===== src/rtl/strobe_timer_bank.sv =====
// strobe_timer_bank: a bank of independent edge-triggered strobe generators.
// Each channel supports one-shot, retriggerable and periodic modes and
// reports the end of every active phase with a one-cycle DONE pulse.
module strobe_timer_bank #(
  parameter int NUM_CH = 4,
  parameter int CNT_W  = 24
) (
  input  logic              clk_i,
  input  logic              reset_n_i,
  input  logic [NUM_CH-1:0] flag_i,
  input  logic [CNT_W-1:0]  duration_i,
  input  logic [1:0]        mode_i,
  input  logic              clear_i,
  output logic [NUM_CH-1:0] strobe_control_o,
  output logic [NUM_CH-1:0] done_o,
  output logic              busy_o
);

  localparam logic [1:0] ST_IDLE   = 2'd0;
  localparam logic [1:0] ST_ACTIVE = 2'd1;
  localparam logic [1:0] ST_GAP    = 2'd2;

  localparam logic [1:0] MODE_ONESHOT  = 2'd0;
  localparam logic [1:0] MODE_RETRIG   = 2'd1;
  localparam logic [1:0] MODE_PERIODIC = 2'd2;

  localparam logic [CNT_W-1:0] CNT_ONE  = {{(CNT_W-1){1'b0}}, 1'b1};
  localparam logic [CNT_W-1:0] CNT_ZERO = '0;

  // Shared decode of the duration and mode inputs.
  logic       dur_nz;
  logic [1:0] mode_sel;

  assign dur_nz   = (duration_i != CNT_ZERO);
  // Mode 11 behaves as one-shot, so it is folded at latch time.
  assign mode_sel = (mode_i == 2'b11) ? MODE_ONESHOT : mode_i;

  logic [NUM_CH-1:0] ch_busy_d;
  logic              busy_q;

  for (genvar gi = 0; gi < NUM_CH; gi++) begin : g_ch
    logic [1:0]       state_q, state_d;
    logic [CNT_W-1:0] cnt_q, cnt_d;
    logic [CNT_W-1:0] dur_q, dur_d;
    logic [1:0]       mode_q, mode_d;
    logic             strobe_q, strobe_d;
    logic             done_q, done_d;
    logic             flag_q;
    logic             trig;

    // A trigger is a rising edge of the channel flag.
    assign trig = flag_i[gi] & ~flag_q;

    // Per-channel next-state: CLEAR first, then the FSM proper.
    always_comb begin
      state_d  = state_q;
      cnt_d    = cnt_q;
      dur_d    = dur_q;
      mode_d   = mode_q;
      strobe_d = strobe_q;
      done_d   = 1'b0;
      if (clear_i) begin
        state_d  = ST_IDLE;
        cnt_d    = CNT_ZERO;
        strobe_d = 1'b0;
      end else begin
        case (state_q)
          ST_IDLE: begin
            // Zero-length triggers are ignored entirely.
            if (trig && dur_nz) begin
              state_d  = ST_ACTIVE;
              strobe_d = 1'b1;
              cnt_d    = duration_i;
              dur_d    = duration_i;
              mode_d   = mode_sel;
            end
          end
          ST_ACTIVE: begin
            // A retrigger wins over the terminal count: no DONE, no gap.
            if (mode_q == MODE_RETRIG && trig && dur_nz) begin
              cnt_d = duration_i;
              dur_d = duration_i;
            end else if (cnt_q == CNT_ONE) begin
              strobe_d = 1'b0;
              done_d   = 1'b1;
              if (mode_q == MODE_PERIODIC && flag_i[gi]) begin
                state_d = ST_GAP;
                cnt_d   = dur_q;
              end else begin
                state_d = ST_IDLE;
                cnt_d   = CNT_ZERO;
              end
            end else begin
              cnt_d = cnt_q - CNT_ONE;
            end
          end
          ST_GAP: begin
            // Dropping the flag during the gap stops the period at once.
            if (!flag_i[gi]) begin
              state_d = ST_IDLE;
              cnt_d   = CNT_ZERO;
            end else if (cnt_q == CNT_ONE) begin
              state_d  = ST_ACTIVE;
              strobe_d = 1'b1;
              cnt_d    = dur_q;
            end else begin
              cnt_d = cnt_q - CNT_ONE;
            end
          end
          default: begin
            state_d  = ST_IDLE;
            cnt_d    = CNT_ZERO;
            strobe_d = 1'b0;
          end
        endcase
      end
    end

    // Channel state registers; the flag history resets high so a level
    // held across reset release is not mistaken for an edge.
    always_ff @(posedge clk_i or negedge reset_n_i) begin
      if (!reset_n_i) begin
        state_q  <= ST_IDLE;
        cnt_q    <= CNT_ZERO;
        dur_q    <= CNT_ZERO;
        mode_q   <= MODE_ONESHOT;
        strobe_q <= 1'b0;
        done_q   <= 1'b0;
        flag_q   <= 1'b1;
      end else begin
        state_q  <= state_d;
        cnt_q    <= cnt_d;
        dur_q    <= dur_d;
        mode_q   <= mode_d;
        strobe_q <= strobe_d;
        done_q   <= done_d;
        flag_q   <= flag_i[gi];
      end
    end

    assign strobe_control_o[gi] = strobe_q;
    assign done_o[gi]           = done_q;
    assign ch_busy_d[gi]        = (state_d != ST_IDLE);
  end

  // BUSY comes from next-state so it rises together with the first strobe.
  always_ff @(posedge clk_i or negedge reset_n_i) begin
    if (!reset_n_i) begin
      busy_q <= 1'b0;
    end else begin
      busy_q <= |ch_busy_d;
    end
  end

  assign busy_o = busy_q;

endmodule


===== config.mk =====
export PLATFORM = sky130hd
export DESIGN_NAME = strobe_timer_bank
export DESIGN_NICKNAME = d
export VERILOG_FILES = /design/src/rtl/strobe_timer_bank.sv
export SDC_FILE = /design/constraint.sdc
export NUM_CORES = 1
export LEC_CHECK = 0
export CAP_MARGIN = 20
export CORE_ASPECT_RATIO = 1.2
export CORE_MARGIN = 1
export CORE_UTILIZATION = 30
export CTS_BUF_LIST = sky130_fd_sc_hd__clkbuf_8 sky130_fd_sc_hd__clkbuf_16
export CTS_CLUSTER_SIZE = 8
export DETAILED_ROUTE_END_ITERATION = 6
export HOLD_SLACK_MARGIN = 0.15
export PLACE_DENSITY = 0.46
export SLEW_MARGIN = 20
export SYNTH_ARGS = -nofsm -noshare
export SYNTH_HDL_FRONTEND = slang
export SYNTH_SLANG_ARGS = --single-unit

===== constraint.sdc =====
create_clock -name clk_i -period 6.9 [get_ports clk_i]
set_clock_uncertainty 0.2 [all_clocks]
set_input_delay 0.69 -clock clk_i [delete_from_list [all_inputs] [get_ports clk_i]]
set_output_delay 0.69 -clock clk_i [all_outputs]
set_load 0.01 [all_outputs]

==> flow_metrics.tcl, run 1 <==
set metrics [dict create \
    hold-path-endpoint "g_ch[3].dur_q[16]$_DFFE_PN0P_" \
    status "finished clean" \
    cp.arrival_ns 4.79 \
    rsz0062_at_grt "no" \
    clkLatencyLatePin_ns 0.58 \
    crit_type "input pin to flip-flop" \
    hold_path.class "flip-flop to flip-flop" \
    synthFlopType "dfrtp_1" \
    crit_cells 7 \
    grt_overflow 0 \
    p_seq_share_pct 40.2 \
    clk_pin_slew_ns 0.06 \
    r2r_cells 7 \
    sw_frac_of_total_pct 35.7 \
    tightestPinTransition_ns 1.08 \
    fin_area_mm2 0.0148 \
    cp.required_ns 7.14 \
    cts.sinks 221 \
    syn_area_per_cell_um2 8.89 \
    clk_path_buf_depth 3 \
    synth.distinct_cells 75 \
    antenna_found_initial 0 \
    worst_slack_ns 2.35 \
    postSynthCellCount 1454 \
    cp_slowest_stage_delay_ns 0.81 \
    firstDrtPassIters 7 \
    cts_tree "done" \
    gp_congestion 0.844 \
    min_from "g_ch[3].dur_q[16]$_DFFE_PN0P_" \
    die_area_mm2 0.0439 \
    slew_headroom_pct 27.9 \
    nets 1498 \
    post-cts-setup-buffer-count 0 \
    power_density_mw_per_mm2 307 \
    netlist_area_mm2 0.0129 \
    port_buffers 41 \
    cap_viol_max_count 0 \
    drive_gt1_share_pct 10.4 \
    crit_chain "clkdlybuf4s50_1, nor4_1, nand4_1, o21ai_2, o211ai_1, or4_1, or4b_1" \
    ys_seq_elements 221 \
    syn2layout_area_growth_pct 14.2 \
    crit_buf_inv 1 \
    hold_depth 2 \
    ys_seq_area_share_pct 42.8 \
    worstPathMaxFanout 16 \
    post_dp_cell_area_mm2 0.0139 \
    crit_slowest_cell "clkdlybuf4s50_1" \
    row_count 82 \
    die_x_um 192 \
    diodes 0 \
    start_kind "input pin" \
    peakVddDrop_mv 0.186 \
    period_minus_slack_ns 4.55 \
    setup-tns-final_ns 0 \
    grt_usage_pct 20.9 \
    pwr-share-clk_pct 30.8 \
    synthesis.nets 1495 \
    grt_max_degree 150 \
    post_drt_wl_per_cell_um 22.4 \
    h-tree-depth 1 \
    pwr-share-comb_pct 29.1 \
    finalHoldViolCount 0 \
    timing.rr.start "g_ch[1].cnt_q[19]$_DFFE_PN0P_" \
    grt_pass1_vias 11500 \
    viasPerCell 5.74 \
    wl_mm 45.4 \
    synth_edf_count 0 \
    worstReg2RegEnd "busy_o$_DFF_PN0_" \
    initial_core_util_pct 30.7 \
    io_pins 42 \
    vias 11600 \
    utilization_pct 35.0 \
    first_iter_violations 996 \
    reg2reg_slack_ns 2.86 \
    final_max_slew_viol_count 0 \
    synth_warnings 0 \
    final_cells 2026 \
    cts_buffers 31 \
    dp.cells 1968 \
    critPathCaptureType "flip-flop" \
    grt_pass1_wl_mm 71.1 \
    p_sw_uw 1620 \
    remaining_drc_errors 0 \
    hpwl_mm 30.1 \
    setup_viol 0 \
    critical-path-top-delay-family "simple AND/OR/NAND/NOR gates" \
    die_y_um 229 \
    leakage_uw 0.00628 \
    post-place-ws_ns 1.89 \
    cts-root-buf "clkbuf_16" \
    fp.coreArea_mm2 0.0422 \
    nFillCells 4306 \
    p_int_uw 2920 \
    finalCritPeriodShare_pct 65.9 \
    fmax_mhz 220 \
    drtAntennaViolNets 0 \
    async_flop_share_pct 100 \
]
## worst min-delay path: stages, from the launching register on
cell	delay [ns]
dfrtp_1	0.33
nand2_1	0.05
nand2_1	0.06
## stage by stage
step	total power, uW	hold WS, ns
floorplan	2730	0.194
global placement	3140	0.251
detailed placement	3150	0.256
CTS	4580	0.270
global route	4830	0.289
finish	4540	0.265
## Yosys cell counts, types with 5 or more instances
| cell | count | share of area [%] |
|---|---|---|
| a211o_1 | 5 | 0.34 |
| a22oi_1 | 37 | 2.1 |
| nand3_1 | 52 | 2.0 |
| and2_1 | 6 | 0.29 |
| nor3_1 | 42 | 1.6 |
| buf_1 | 6 | 0.17 |
| o31ai_1 | 7 | 0.41 |
| a211oi_1 | 30 | 1.7 |
| clkbuf_1 | 88 | 2.6 |
| or3_1 | 11 | 0.53 |
| mux2_2 | 61 | 5.3 |
| a21o_1 | 5 | 0.29 |
| nand2_1 | 242 | 7.0 |
| a221o_1 | 30 | 2.3 |
| nor2_1 | 73 | 2.1 |
| nand3b_1 | 8 | 0.46 |
| a311oi_1 | 6 | 0.41 |
| or4_1 | 20 | 1.2 |
| buf_4 | 8 | 0.46 |
| a21boi_0 | 5 | 0.29 |
| o311a_1 | 7 | 0.54 |
| mux2i_1 | 8 | 0.62 |
| or2_2 | 7 | 0.34 |
| a31oi_1 | 28 | 1.4 |
| o21a_1 | 6 | 0.35 |
| nor3b_1 | 8 | 0.46 |
| xnor2_1 | 29 | 2.0 |
| xor2_1 | 21 | 1.4 |
| nor4_1 | 33 | 1.6 |
| dfrtp_1 | 217 | 42 |
| a21oi_1 | 67 | 2.6 |
| ha_1 | 8 | 0.77 |
| nand4_1 | 22 | 1.1 |
| nor2b_1 | 13 | 0.63 |
| o21ai_0 | 70 | 2.7 |
| o22ai_1 | 7 | 0.34 |
| inv_1 | 26 | 0.75 |
| and3_1 | 28 | 1.4 |
| o221ai_1 | 8 | 0.54 |
| nand2b_1 | 14 | 0.68 |
| o211ai_1 | 19 | 1.1 |
## repair_timing
action / CTS / global route
endpoints found under the hold margin: 72 / 0
resized for setup: 0 / 0
hold buffers: 1 / 0
endpoints found under the setup margin: 0 / 0
## worst max path at each step
stage                         startpoint                to  slack [ns]
after floorplan           duration_i[15]  busy_o$_DFF_PN0_        3.52
after global placement    duration_i[11]  busy_o$_DFF_PN0_        1.91
after detailed placement  duration_i[11]  busy_o$_DFF_PN0_        1.89
after CTS                 duration_i[11]  busy_o$_DFF_PN0_        2.51
after global routing      duration_i[11]  busy_o$_DFF_PN0_        2.32
final                     duration_i[11]  busy_o$_DFF_PN0_        2.35
## cells by family (layout without fill, tap and decap cells)
group	Yosys count	after routing	share of synthesized area, %
simple gates	601	601	23.0
flops	221	221	42.8
buf+inv	130	156	4.07
compound gates	375	375	20.1
xor+xnor	50	50	3.39
fa+ha+maj	8	8	0.774
mux	69	69	5.93
## final cells by class
class,count,area (um^2),share of cell area [%]
clock buffer,31,776,5.25
sequential,221,5540,37.5
multi-input combinational,1103,6910,46.8
inverter,26,97.6,0.661
clock inverter,25,98.8,0.669
tap,546,683,4.62
timing repair buffer,74,676,4.57
## flip-flops by register name (all words and copies together) (netlist names)
register / cells
g_ch.done_q: 4
busy_o: 1
g_ch.flag_q: 4
g_ch.strobe_q: 4
g_ch.state_q: 8
g_ch.mode_q: 8
g_ch.dur_q: 96
g_ch.cnt_q: 96
## layer usage
metal / vias to the layer above / global-route usage (%) / wire [um]
met5: - / 0 / 0
met4: 0 / 6.05 / 1070
met3: 63 / 2.42 / 2060
met2: 323 / 34.6 / 21900
met1: 5854 / 28.4 / 20500
li1: 5399 / - / -
## layout by cell type, fill, tap and decap left out, types with 20 or more instances in the layout
| master | count |
|---|---|
| nor3_1 | 42 |
| a31oi_1 | 28 |
| inv_1 | 50 |
| nand3_1 | 52 |
| nand4_1 | 22 |
| nor4_1 | 33 |
| buf_4 | 30 |
| xnor2_1 | 29 |
| or4_1 | 20 |
| and3_1 | 28 |
| a211oi_1 | 29 |
| a221o_1 | 30 |
| o21ai_0 | 69 |
| xor2_1 | 21 |
| dfrtp_1 | 217 |
| clkbuf_16 | 31 |
| a22oi_1 | 37 |
| a21oi_1 | 67 |
| mux2_2 | 61 |
| clkdlybuf4s50_1 | 40 |
| nor2_1 | 71 |
| nand2_1 | 242 |
## power groups by stage
stage / combinational, uW / sequential, uW / clock (uW)
floorplan: 977 / 1750 / 0
global placement: 1300 / 1830 / 0
detailed placement: 1310 / 1830 / 0
CTS: 1320 / 1820 / 1440
global route: 1480 / 1860 / 1490
finish: 1320 / 1820 / 1400
(Power assumes the default switching activity.)
==> run 2, diff against run 1 <==
- PLACE_DENSITY: 0.46 -> 0.47
- clock period: 6.9 -> 4.15 ns (I/O delays scaled with it)
==> flow_metrics.tcl, run 2 (synthesis results as in run 1) <==
set metrics [dict create \
    status "finished clean" \
    regArea_mm2 0.00554 \
    vias 11900 \
    viasPerCell 5.72 \
    finalCritPeriodShare_pct 83.5 \
    multi_input_area_mm2 0.00691 \
    cp.required_ns 4.38 \
    layout_commonest_cell "nand2_1" \
    grt_overflow 0 \
    critPathCaptureType "flip-flop" \
    clk_path_buf_depth 3 \
    cp_slowest_stage_delay_ns 0.60 \
    tightestPinTransition_ns 1.15 \
    grt_pass1_vias 11400 \
    slew_headroom_pct 23.4 \
    cts-root-buf "clkbuf_16" \
    grt_usage_pct 21.4 \
    diodes 0 \
    die_y_um 229 \
    crit_cells 8 \
    post_dp_cell_area_mm2 0.0145 \
    nets 1555 \
    timing.rr.start "g_ch[1].cnt_q[16]$_DFFE_PN0P_" \
    initial_core_util_pct 30.7 \
    wl_mm 46.9 \
    nFillCells 4277 \
    worstReg2RegEnd "busy_o$_DFF_PN0_" \
    leakage_uw 0.00660 \
    crit_slowest_cell "or4_1" \
    firstDrtPassIters 5 \
    p_seq_share_pct 39.6 \
    cts_buffers 31 \
    hold_path.class "input pin to async pin" \
    drive_gt1_share_pct 13.7 \
    p_sw_uw 2690 \
    drtAntennaViolNets 0 \
    setup-tns-final_ns 0 \
    rsz0062_at_grt "no" \
    r2r_cells 8 \
    cap_viol_max_count 0 \
    remaining_drc_errors 0 \
    grt_max_degree 90 \
    final_cell_mix "nand2_1, dfrtp_1, buf_4" \
    reg.largest.list "g_ch.cnt_q (96), g_ch.dur_q (96)" \
    peakVddDrop_mv 0.305 \
    hpwl_mm 32.2 \
    antenna_found_initial 0 \
    die_x_um 192 \
    crit_buf_inv 2 \
    gp_congestion 0.844 \
    finalHoldViolCount 0 \
    sw_frac_of_total_pct 35.3 \
    post-place-ws_ns 0.273 \
    power_density_mw_per_mm2 496 \
    p_int_uw 4920 \
    first_iter_violations 1027 \
    cts_tree "done" \
    crit_chain "or4_1, or4_1, nor2_1, buf_4, a21oi_1, a211oi_1, buf_4, or4b_1" \
    pwr-share-clk_pct 30.3 \
    final_max_slew_viol_count 0 \
    io_pins 42 \
    grt_pass1_wl_mm 71.9 \
    worst_slack_ns 0.685 \
    cts.sinks 221 \
    setup_viol 0 \
    fin_area_mm2 0.0153 \
    row_count 82 \
    port_buffers 41 \
    reg2reg_slack_ns 0.68 \
    die_area_mm2 0.0439 \
    crit_type "flip-flop to flip-flop" \
    period_minus_slack_ns 3.47 \
    worstPathMaxFanout 19 \
    clk_pin_slew_ns 0.06 \
    h-tree-depth 1 \
    critical-path-top-delay-family "simple AND/OR/NAND/NOR gates" \
    syn2layout_area_growth_pct 18.6 \
    start_kind "flip-flop" \
    fp.coreArea_mm2 0.0422 \
    post_drt_wl_per_cell_um 22.5 \
    clkLatencyLatePin_ns 0.57 \
    fmax_mhz 289 \
    cp.arrival_ns 3.70 \
    pwr-share-comb_pct 30.2 \
]
-- run 2: cell types whose count changed in the layout (fill, tap and decap cells not counted), sizes merged --
cell	before	now
inv	51	49
clkinv	0	1
buf	32	90
clkbuf	32	31
-- run 2: worst max-delay path by stage --
stage | from | endpoint
after floorplan | g_ch[3].cnt_q[18]$_DFFE_PN0P_ | busy_o$_DFF_PN0_
after global placement | duration_i[8] | busy_o$_DFF_PN0_
after detailed placement | duration_i[8] | busy_o$_DFF_PN0_
after CTS | g_ch[3].cnt_q[18]$_DFFE_PN0P_ | busy_o$_DFF_PN0_
after global routing | duration_i[9] | busy_o$_DFF_PN0_
final | g_ch[1].cnt_q[16]$_DFFE_PN0P_ | busy_o$_DFF_PN0_
-- run 2: stage by stage --
| stage | power [uW] | util (%) | instances | hold WS [ns] |
|---|---|---|---|---|
| 6_report | 7610 | 36.4 | 2082 | 0.257 |
| 3_3_place_gp | 5310 | 34.3 | 2026 | 0.250 |
| 4_1_cts | 7680 | 36.4 | 2082 | 0.236 |
| 3_5_place_dp | 5320 | 34.3 | 2026 | 0.256 |
| 5_1_grt | 8080 | 36.4 | 2082 | 0.255 |
| 2_1_floorplan | 4530 | - | 1454 | -0.0806 |
-- run 2: routing by layer --
layer,part of all wire (%),GRT usage (%)
met5,0,0
met4,3.6,8.31
met3,4.2,2.25
met2,47,34.3
met1,45,29.4
-- run 2: final cells by class --
| class | instances | share of cell area, % |
|---|---|---|
| clock inverter | 24 | 0.596 |
| tap | 546 | 4.46 |
| inverter | 26 | 0.637 |
| clock buffer | 31 | 5.06 |
| sequential | 221 | 36.1 |
| timing repair buffer | 131 | 8.11 |
| multi-input combinational | 1103 | 45.0 |
-- run 2: repair_timing --
action | in CTS | in global routing
hold buffers | 1 | 0
setup buffers | 0 | 0
hold endpoints to repair | 85 | 0
gates resized for setup | 0 | 0
-- run 2: power by group through the flow --
| stage | Combinational (uW) | Sequential [uW] | Clock (uW) |
|---|---|---|---|
| 2_1_floorplan | 1630 | 2910 | 0 |
| 3_5_place_dp | 2280 | 3030 | 0 |
| 5_1_grt | 2540 | 3080 | 2460 |
| 6_report | 2300 | 3010 | 2300 |
| 3_3_place_gp | 2270 | 3030 | 0 |
| 4_1_cts | 2300 | 3000 | 2380 |
